$ cat src/rtl/range_peak.sv
// ---------------------------------------------------------------------------
// range_peak
//
// Sequencer/reducer sitting directly downstream of the `range` block. On a
// request it launches one `range` run at the requested base value and waits
// for that run to finish. It then reads back every stored iteration count
// through `range`'s read port. Finally it reports the largest count, the
// address of that count, and the Collatz start value that produced it.
//
// Optional feature macro: RANGE_PEAK_TOTAL_EN
//   defined   -> `total` accumulates the sum of every count read back
//   undefined -> no accumulator is built and `total` is tied to zero
//
// Handshakes (valid/ready semantics):
//   - `req` is a request strobe. It is accepted only while the block is idle,
//     that is, while `busy` is low. `base` is captured in the same cycle.
//   - `valid` is a one-cycle strobe with no back-pressure. The peak outputs
//     and `total` are valid from that cycle on. They stay stable until the
//     next accepted `req`.
//   - `rgo` is a one-cycle strobe towards `range`. `rdone` is a one-cycle
//     strobe coming back from `range`, and it is honoured only while waiting.
//
// Ports:
//   clk         in  1      rising-edge clock
//   reset       in  1      asynchronous active-high reset
//   req         in  1      start a run (sampled only when idle)
//   base        in  32     first Collatz start value
//   rgo         out 1      drives range.go
//   rstart      out 32     drives range.start (base during launch/wait,
//                          read address while scanning)
//   rdone       in  1      range.done pulse
//   rcount      in  16     range.count, registered read data
//   busy        out 1      high whenever not idle
//   valid       out 1      one-cycle result strobe
//   peak_count  out 16     largest count read
//   peak_index  out AB     address of peak_count
//   peak_n      out 32     base + peak_index (wraps modulo 2^32)
//   total       out 16+AB  sum of counts (zero when the feature is off)
//   dbg_state   out 3      current FSM state, for observation only
// ---------------------------------------------------------------------------
module range_peak #(
    parameter int RAM_WORDS     = 16,
    parameter int RAM_ADDR_BITS = 4
) (
    input  logic                        clk,
    input  logic                        reset,
    input  logic                        req,
    input  logic [31:0]                 base,
    output logic                        rgo,
    output logic [31:0]                 rstart,
    input  logic                        rdone,
    input  logic [15:0]                 rcount,
    output logic                        busy,
    output logic                        valid,
    output logic [15:0]                 peak_count,
    output logic [RAM_ADDR_BITS-1:0]    peak_index,
    output logic [31:0]                 peak_n,
    output logic [16+RAM_ADDR_BITS-1:0] total,
    output logic [2:0]                  dbg_state
);

    typedef enum logic [2:0] {
        S_IDLE   = 3'd0,
        S_LAUNCH = 3'd1,
        S_WAIT   = 3'd2,
        S_SCAN   = 3'd3,
        S_REPORT = 3'd4
    } state_t;

    localparam logic [RAM_ADDR_BITS-1:0] LAST_ADDR = RAM_ADDR_BITS'(RAM_WORDS - 1);

    state_t                     state_q, state_d;
    logic [31:0]                base_q, base_d;
    logic [RAM_ADDR_BITS-1:0]   a_q, a_d;
    logic                       issued_q, issued_d;     // last address already presented
    logic                       cap_q, cap_d;           // rcount belongs to cap_addr_q
    logic [RAM_ADDR_BITS-1:0]   cap_addr_q, cap_addr_d;
    logic                       rgo_q, rgo_d;
    logic [15:0]                peak_count_q, peak_count_d;
    logic [RAM_ADDR_BITS-1:0]   peak_index_q, peak_index_d;
    logic [31:0]                peak_n_q, peak_n_d;

    // Clear/capture strobes shared with the optional accumulator.
    logic                       clear_acc;
    logic                       capture;

    // -----------------------------------------------------------------------
    // State and datapath registers
    // -----------------------------------------------------------------------
    always_ff @(posedge clk or posedge reset) begin
        if (reset) begin
            state_q      <= S_IDLE;
            base_q       <= '0;
            a_q          <= '0;
            issued_q     <= 1'b0;
            cap_q        <= 1'b0;
            cap_addr_q   <= '0;
            rgo_q        <= 1'b0;
            peak_count_q <= '0;
            peak_index_q <= '0;
            peak_n_q     <= '0;
        end else begin
            state_q      <= state_d;
            base_q       <= base_d;
            a_q          <= a_d;
            issued_q     <= issued_d;
            cap_q        <= cap_d;
            cap_addr_q   <= cap_addr_d;
            rgo_q        <= rgo_d;
            peak_count_q <= peak_count_d;
            peak_index_q <= peak_index_d;
            peak_n_q     <= peak_n_d;
        end
    end

    // -----------------------------------------------------------------------
    // Next-state and datapath logic
    // -----------------------------------------------------------------------
    always_comb begin
        state_d      = state_q;
        base_d       = base_q;
        a_d          = a_q;
        issued_d     = issued_q;
        cap_d        = 1'b0;
        cap_addr_d   = cap_addr_q;
        rgo_d        = 1'b0;
        peak_count_d = peak_count_q;
        peak_index_d = peak_index_q;
        peak_n_d     = peak_n_q;
        clear_acc    = 1'b0;
        capture      = 1'b0;

        unique case (state_q)
            S_IDLE: begin
                if (req) begin
                    base_d       = base;
                    peak_count_d = '0;
                    peak_index_d = '0;
                    // peak_n tracks base + peak_index, so with index 0 it
                    // starts at base. That also covers the all-zero case.
                    peak_n_d     = base;
                    clear_acc    = 1'b1;
                    state_d      = S_LAUNCH;
                end
            end

            S_LAUNCH: begin
                // rgo is registered. The pulse therefore lands in the first
                // WAIT cycle and lasts exactly one cycle.
                rgo_d   = 1'b1;
                state_d = S_WAIT;
            end

            S_WAIT: begin
                if (rdone) begin
                    a_d      = '0;
                    issued_d = 1'b0;
                    state_d  = S_SCAN;
                end
            end

            S_SCAN: begin
                // Present address a_q. The registered read data shows up one
                // cycle later, so a delayed flag and a delayed address follow it.
                cap_d      = !issued_q;
                cap_addr_d = a_q;
                if (a_q == LAST_ADDR) begin
                    issued_d = 1'b1;
                end else begin
                    a_d = a_q + 1'b1;
                end

                if (cap_q) begin
                    capture = 1'b1;
                    // Strict compare: on a tie the earliest address is kept.
                    if (rcount > peak_count_q) begin
                        peak_count_d = rcount;
                        peak_index_d = cap_addr_q;
                        peak_n_d     = base_q + 32'(cap_addr_q);
                    end
                    if (cap_addr_q == LAST_ADDR) begin
                        state_d = S_REPORT;
                    end
                end
            end

            S_REPORT: begin
                state_d = S_IDLE;
            end

            default: begin
                state_d = S_IDLE;
            end
        endcase
    end

`ifdef RANGE_PEAK_TOTAL_EN
    // -----------------------------------------------------------------------
    // Optional running sum of all captured counts. It cannot overflow:
    // at most RAM_WORDS * 65535 fits in 16 + RAM_ADDR_BITS bits.
    // -----------------------------------------------------------------------
    logic [16+RAM_ADDR_BITS-1:0] total_q, total_d;

    always_ff @(posedge clk or posedge reset) begin
        if (reset) begin
            total_q <= '0;
        end else begin
            total_q <= total_d;
        end
    end

    always_comb begin
        total_d = total_q;
        if (clear_acc) begin
            total_d = '0;
        end else if (capture) begin
            total_d = total_q + (16 + RAM_ADDR_BITS)'(rcount);
        end
    end

    assign total = total_q;
`else
    assign total = '0;
`endif

    // -----------------------------------------------------------------------
    // Outputs
    // -----------------------------------------------------------------------
    // The status outputs decode the state register directly. Reset therefore
    // clears them immediately, without waiting for a clock edge.
    assign busy       = (state_q != S_IDLE);
    assign valid      = (state_q == S_REPORT);
    assign rgo        = rgo_q;
    assign rstart     = (state_q == S_SCAN) ? 32'(a_q) : base_q;
    assign peak_count = peak_count_q;
    assign peak_index = peak_index_q;
    assign peak_n     = peak_n_q;
    assign dbg_state  = state_q;

endmodule

$ cat config.mk
export PLATFORM = sky130hd
export DESIGN_NAME = range_peak
export DESIGN_NICKNAME = d
export VERILOG_FILES = /design/src/rtl/range_peak.sv
export SDC_FILE = /design/constraint.sdc
export NUM_CORES = 1
export LEC_CHECK = 0
export ABC_AREA = 1
export BUFFER_PORTS_ARGS = -buffer_cell sky130_fd_sc_hd__buf_2
export CORE_MARGIN = 5
export CORE_UTILIZATION = 51
export DETAILED_ROUTE_END_ITERATION = 16
export MAX_ROUTING_LAYER = met4
export PLACE_DENSITY = 0.78
export SETUP_SLACK_MARGIN = 0.02
export SLEW_MARGIN = 5
export SYNTH_ARGS = -nofsm -noshare
export SYNTH_HDL_FRONTEND = slang
export SYNTH_SLANG_ARGS = --single-unit
$ cat constraint.sdc
create_clock -name clk -period 8.2 [get_ports clk]
set_input_delay 0.41 -clock clk [delete_from_list [all_inputs] [get_ports clk]]
set_output_delay 0.41 -clock clk [all_outputs]
set_load 0.01 [all_outputs]
[After elaboration in Yosys (flattened, before gate mapping)]
Cells that the tools add are included.
Storage, ports and cells
  register bits after elaboration: 98
  output and inout port bits: 110
  input port bits: 52
  word-level logic and storage cells: 62
Cells by class
  reduce and logical (&&, ||, !) cells: 10
  add/sub/neg operators: 2
  $lt $le $gt $ge: 1
  multiplexer cells: 26
  eq/ne operators: 13
Operators by type and width (count)
  $mux 32: 4
  $pmux 32 s2: 1
  $mux 16: 3
  $add 32x4->32: 1
  $pmux 16 s2: 1
  $mux 4: 5
  $gt 16x16->1: 1
  $pmux 4 s2: 2
  $ne 2x2->1 const B: 7
  $mux 3: 4
  $pmux 3 s4: 1
  $eq 4x4->1 const B: 2
  $reduce_and 4->1: 2
  $eq 3x2->1 const B: 2
  $reduce_and 3->1: 2
  $add 4x1->4 const B: 1
  $mux 1: 4
  $reduce_bool 2->1: 2
  $eq 3x1->1 const B: 1
  $eq 3x3->1 const B: 1
  $logic_not 3->1: 1
  $reduce_bool 3->1: 1
  $pmux 1 s2: 1
  $reduce_and 2->1: 1
  $logic_not 1->1: 1

[Longest topological paths before layout]
  depth in word-level cells: 4
  mapped depth: 17
  gate-level depth less buffers: 16

[Worst setup path before layout]
Ideal clock, no wire load.
  kind: reg-to-reg
  start: register base_q[0]
  end: register peak_n_q[28], in the netlist peak_n[28]
  data arrival time: 1.796 ns
  path slack: 6.287 ns
  path buffers: 0
  stages on the path, launching flop included: 16
  data required time: 8.083 ns
  setup time: 0.117 ns
  clock period less this slack: 1.913 ns
  cell sequence: dfrtp_1 > ha_1 > inv_1 > fa_1 > inv_1 > nand2_1 > nand2_1 > nand2_1 > nor2_2 > nand2_1 > nand2_1 > nand2_1 > nand2_1 > nand2_1 > nand3_1 > nand2_1
Between the ends
  cells in the longest elaborated chain, start to end: 4
Ends and longest elaborated chain
  start, declared: line 73  | logic [31:0] base_q, base_d;
  start signal, assigned: line 104  | base_q <= base_d;
  $add 32x4->32: line 179  | peak_n_d = base_q + 32'(cap_addr_q);
  $mux 32: line 176  | if (rcount > peak_count_q) begin
  $mux 32: line 173  | if (cap_q) begin
  $pmux 32 s2: line 133  | unique case (state_q)
  end signal, assigned: line 112  | peak_n_q <= peak_n_d;
  end, declared: line 81  | logic [31:0] peak_n_q, peak_n_d;
Every way passes these cells. The select of a mux whose other input is x is not followed.
A chain may end at the register's enable or synchronous reset.

[Worst setup path after layout]
  start: register state_q[2], in the netlist dbg_state[2]
  end: output rstart[1]
Between the ends
  cells in the longest elaborated chain, start to end: 2
Ends and longest elaborated chain
  start, declared: line 72  | state_t state_q, state_d;
  start signal, assigned: line 103  | state_q <= state_d;
  $eq 3x2->1: line 234  | assign rstart = (state_q == S_SCAN) ? 32'(a_q) : base_q;
  $mux 32: line 234
  end, declared: line 50  | output logic [31:0] rstart,
Every way passes these cells.

==> results_dict.tcl <==
set metrics [dict create \
    post_drt_wl_per_cell_um 14.8 \
    die_area_sq_um 14400 \
    p_switching_mw 1.37 \
    cts-buffers-inserted 9 \
    netlist_top_cells_count "nand2_1, nor2_1, dfrtp_1" \
    fmax_mhz 294 \
    die_y_um 120 \
    io_buffers 141 \
    cts_tree "done" \
    drive_above_1_share_pct 17.1 \
    cp.required_ns 7.79 \
    grt_antenna_before_repair 0 \
    pwr-share-seq_pct 31.5 \
    track_usage_pct 24.7 \
    crit_slowest_cell "buf_4" \
    fin_skew_ns 0.00725 \
    synth-edff-count 0 \
    vias 6205 \
    seq_area_frac_synth_pct 39.8 \
    synthFlopType "dfrtp_1" \
    overflow 0 \
    period_needed_ns 3.40 \
    fin_util_pct 59.8 \
    clkSinkCount 98 \
    drv_slew 0 \
    synthDistinctLibCells 33 \
    synth_top_area_share_pct 39.8 \
    hold_viol 0 \
    antenna_left 0 \
    postCtsSetupRepairBufs 0 \
    p_int_mw 1.38 \
    rsz0062_at_grt "false" \
    clk_pin_slew_ns 0.06 \
    cp.arrival_ns 2.99 \
    cts_max_level 3 \
    synthToLayoutAreaGrowth_pct 15.5 \
    hp-class "in -> async" \
    firstDrtPassIters 5 \
    max_stage_delay_ns 0.69 \
    setup_viol 0 \
    syn_area_sq_um 6170 \
    drt-initial-drc-count 481 \
    drc 0 \
    crit_path_start_kind "flip-flop" \
    fin_nets 1105 \
    power_frac_clock_pct 14.7 \
    worstPathMaxFanout 83 \
    worst_pin_slew_ns 0.972 \
    p_sw_share_pct 49.7 \
    synth.area.top_cells "dfrtp_1, nand2_1, nor2_1" \
    post_synth.cell_area_avg_sq_um 6.77 \
    relSlewSlack_pct 35.0 \
    cp-end-kind "output pin" \
    clk_path_buf_depth 2 \
    wl_um 17500 \
    place_congestion 0.921 \
    ios 162 \
    yosysWarnings 0 \
    grt_pass1_wl_um 27700 \
    crit_chain "nor2_2 -> nand2_2 -> inv_2 -> buf_4 -> nand2_1 -> o21ai_0 -> buf_2" \
    leakage_nw 3.99 \
    hold_slack_ns 0.114 \
    ir_worst_vdd_mv 0.409 \
    cts.repair.resized 0 \
    viasPerCell 5.25 \
    synthCells 911 \
    coreArea_sq_um 11900 \
    synth.most_common_cell "nand2_1" \
    run_status "finished clean" \
    synth_async_sr_flop_share_pct 100 \
    period_share_pct 41.4 \
    yosys.area.top_type "dfrtp_1" \
    p_comb_share_pct 53.8 \
    antennaDiodeCount 0 \
    cts-root-buf "clkbuf_16" \
    grt_max_degree 84 \
    die_x_um 120 \
    maxCapViolCount 0 \
    holdBufCountCts 0 \
    grt_pass1_vias 5631 \
    synth.ff_latch_count 98 \
    fin_setup_tns_ns 0 \
    insertion_delay_ns 0.35 \
    critPathKind "reg -> out" \
    initial_core_util_pct 51.8 \
    rows 40 \
    pwr_density_cell_nw_per_um2 387 \
    dp_hpwl_um 12900 \
]
## power by group through the flow
stage	clock network, mW	logic, mW	registers, mW
after global routing	0.431	1.68	0.891
final	0.404	1.48	0.867
after floorplan	0	1.01	0.873
after detailed placement	0	1.48	0.868
after CTS	0.409	1.49	0.864
after global placement	0	1.45	0.867
## kinds of logic after synthesis
| family | synth area share (%) |
|---|---|
| compound gates | 6.96 |
| xor+xnor | 0.142 |
| fa+ha+maj | 4.58 |
| buf+inv | 10.9 |
| flops | 39.8 |
| other cells | 0.0608 |
| simple gates | 37.6 |
## area by class of cell
cell class	count	area, sq um
fill	1180	4790
tap	147	184
timing repair buffer	144	728
multi-input combinational	683	3120
clock buffer	11	243
sequential	98	2450
clock inverter	5	40.0
inverter	95	359
## critical path, delay by kind of cell (launching register included)
| family | cells | cell delay, ns |
|---|---|---|
| buffers and inverters | 3 | 1.29 |
| and+or+nand+nor | 3 | 0.75 |
| DFF | 1 | 0.43 |
| AOI/OAI and AO/OA | 1 | 0.13 |
## flip-flops by register name, summed over array words and instances (netlist names)
| signal | flops |
|---|---|
| peak_index | 4 |
| issued_q | 1 |
| dbg_state | 3 |
| peak_count | 16 |
| cap_q | 1 |
| base_q | 32 |
| peak_n | 32 |
| cap_addr_q | 4 |
| a_q | 4 |
| rgo | 1 |
## placed cells by master (no fill, tap or decap), drive strengths merged
cell type | Yosys | layout
nand3b | 15 | 15
nand3 | 76 | 76
conb | 1 | 20
xor2 | 1 | 1
a21oi | 32 | 32
dfrtp | 98 | 98
o211ai | 1 | 1
o21bai | 1 | 1
nand2 | 337 | 337
o21ai | 42 | 42
inv | 95 | 95
a32o | 1 | 1
nor3 | 5 | 5
clkinv | 0 | 5
fa | 1 | 1
nor4 | 1 | 1
ha | 21 | 21
nor2 | 115 | 115
nand4 | 8 | 8
buf | 43 | 144
clkbuf | 11 | 11
a21o | 1 | 1
nor3b | 1 | 1
or2 | 1 | 1
o22ai | 3 | 3
## per-layer routing
layer / vias to the layer above / share of wire (%) / global-route usage [%]
met5: - / 0 / -
met4: 0 / 2.9 / 9.38
met3: 34 / 6.7 / 3.91
met2: 222 / 48 / 39.0
met1: 2888 / 42 / 32.2
li1: 3061 / - / -
## stage by stage
step	cell area (sq um)	cells	setup slack, ns	power (mW)
final	7120	1183	4.80	2.75
after global routing	7120	1183	4.46	3.00
after CTS	7120	1183	4.78	2.76
after detailed placement	6840	1167	4.85	2.35
after global placement	6840	1167	4.89	2.32
after floorplan	6240	930	5.23	1.88
## final timing paths
path | startpoint | endpoint | slack (ns) | cells after the start
max | dbg_state[2]$_DFFE_PP0P_ | rstart[1] | 4.80 | 7
min | reset | rgo$_DFF_PP0_ | 0.11 | 2
max reg2reg | dbg_state[2]$_DFFE_PP0P_ | peak_n[27]$_DFFE_PP0P_ | 4.86 | 8
min reg2reg | issued_q$_DFFE_PP0P_ | cap_q$_DFF_PP0_ | 0.44 | 1
max in group asynchronous | reset | peak_count[2]$_DFFE_PP0P_ | 6.97 | 3
min in group clk | base[21] | base_q[21]$_DFFE_PP0P_ | 0.32 | 3
No activity file was read; power rests on OpenSTA's default activity.
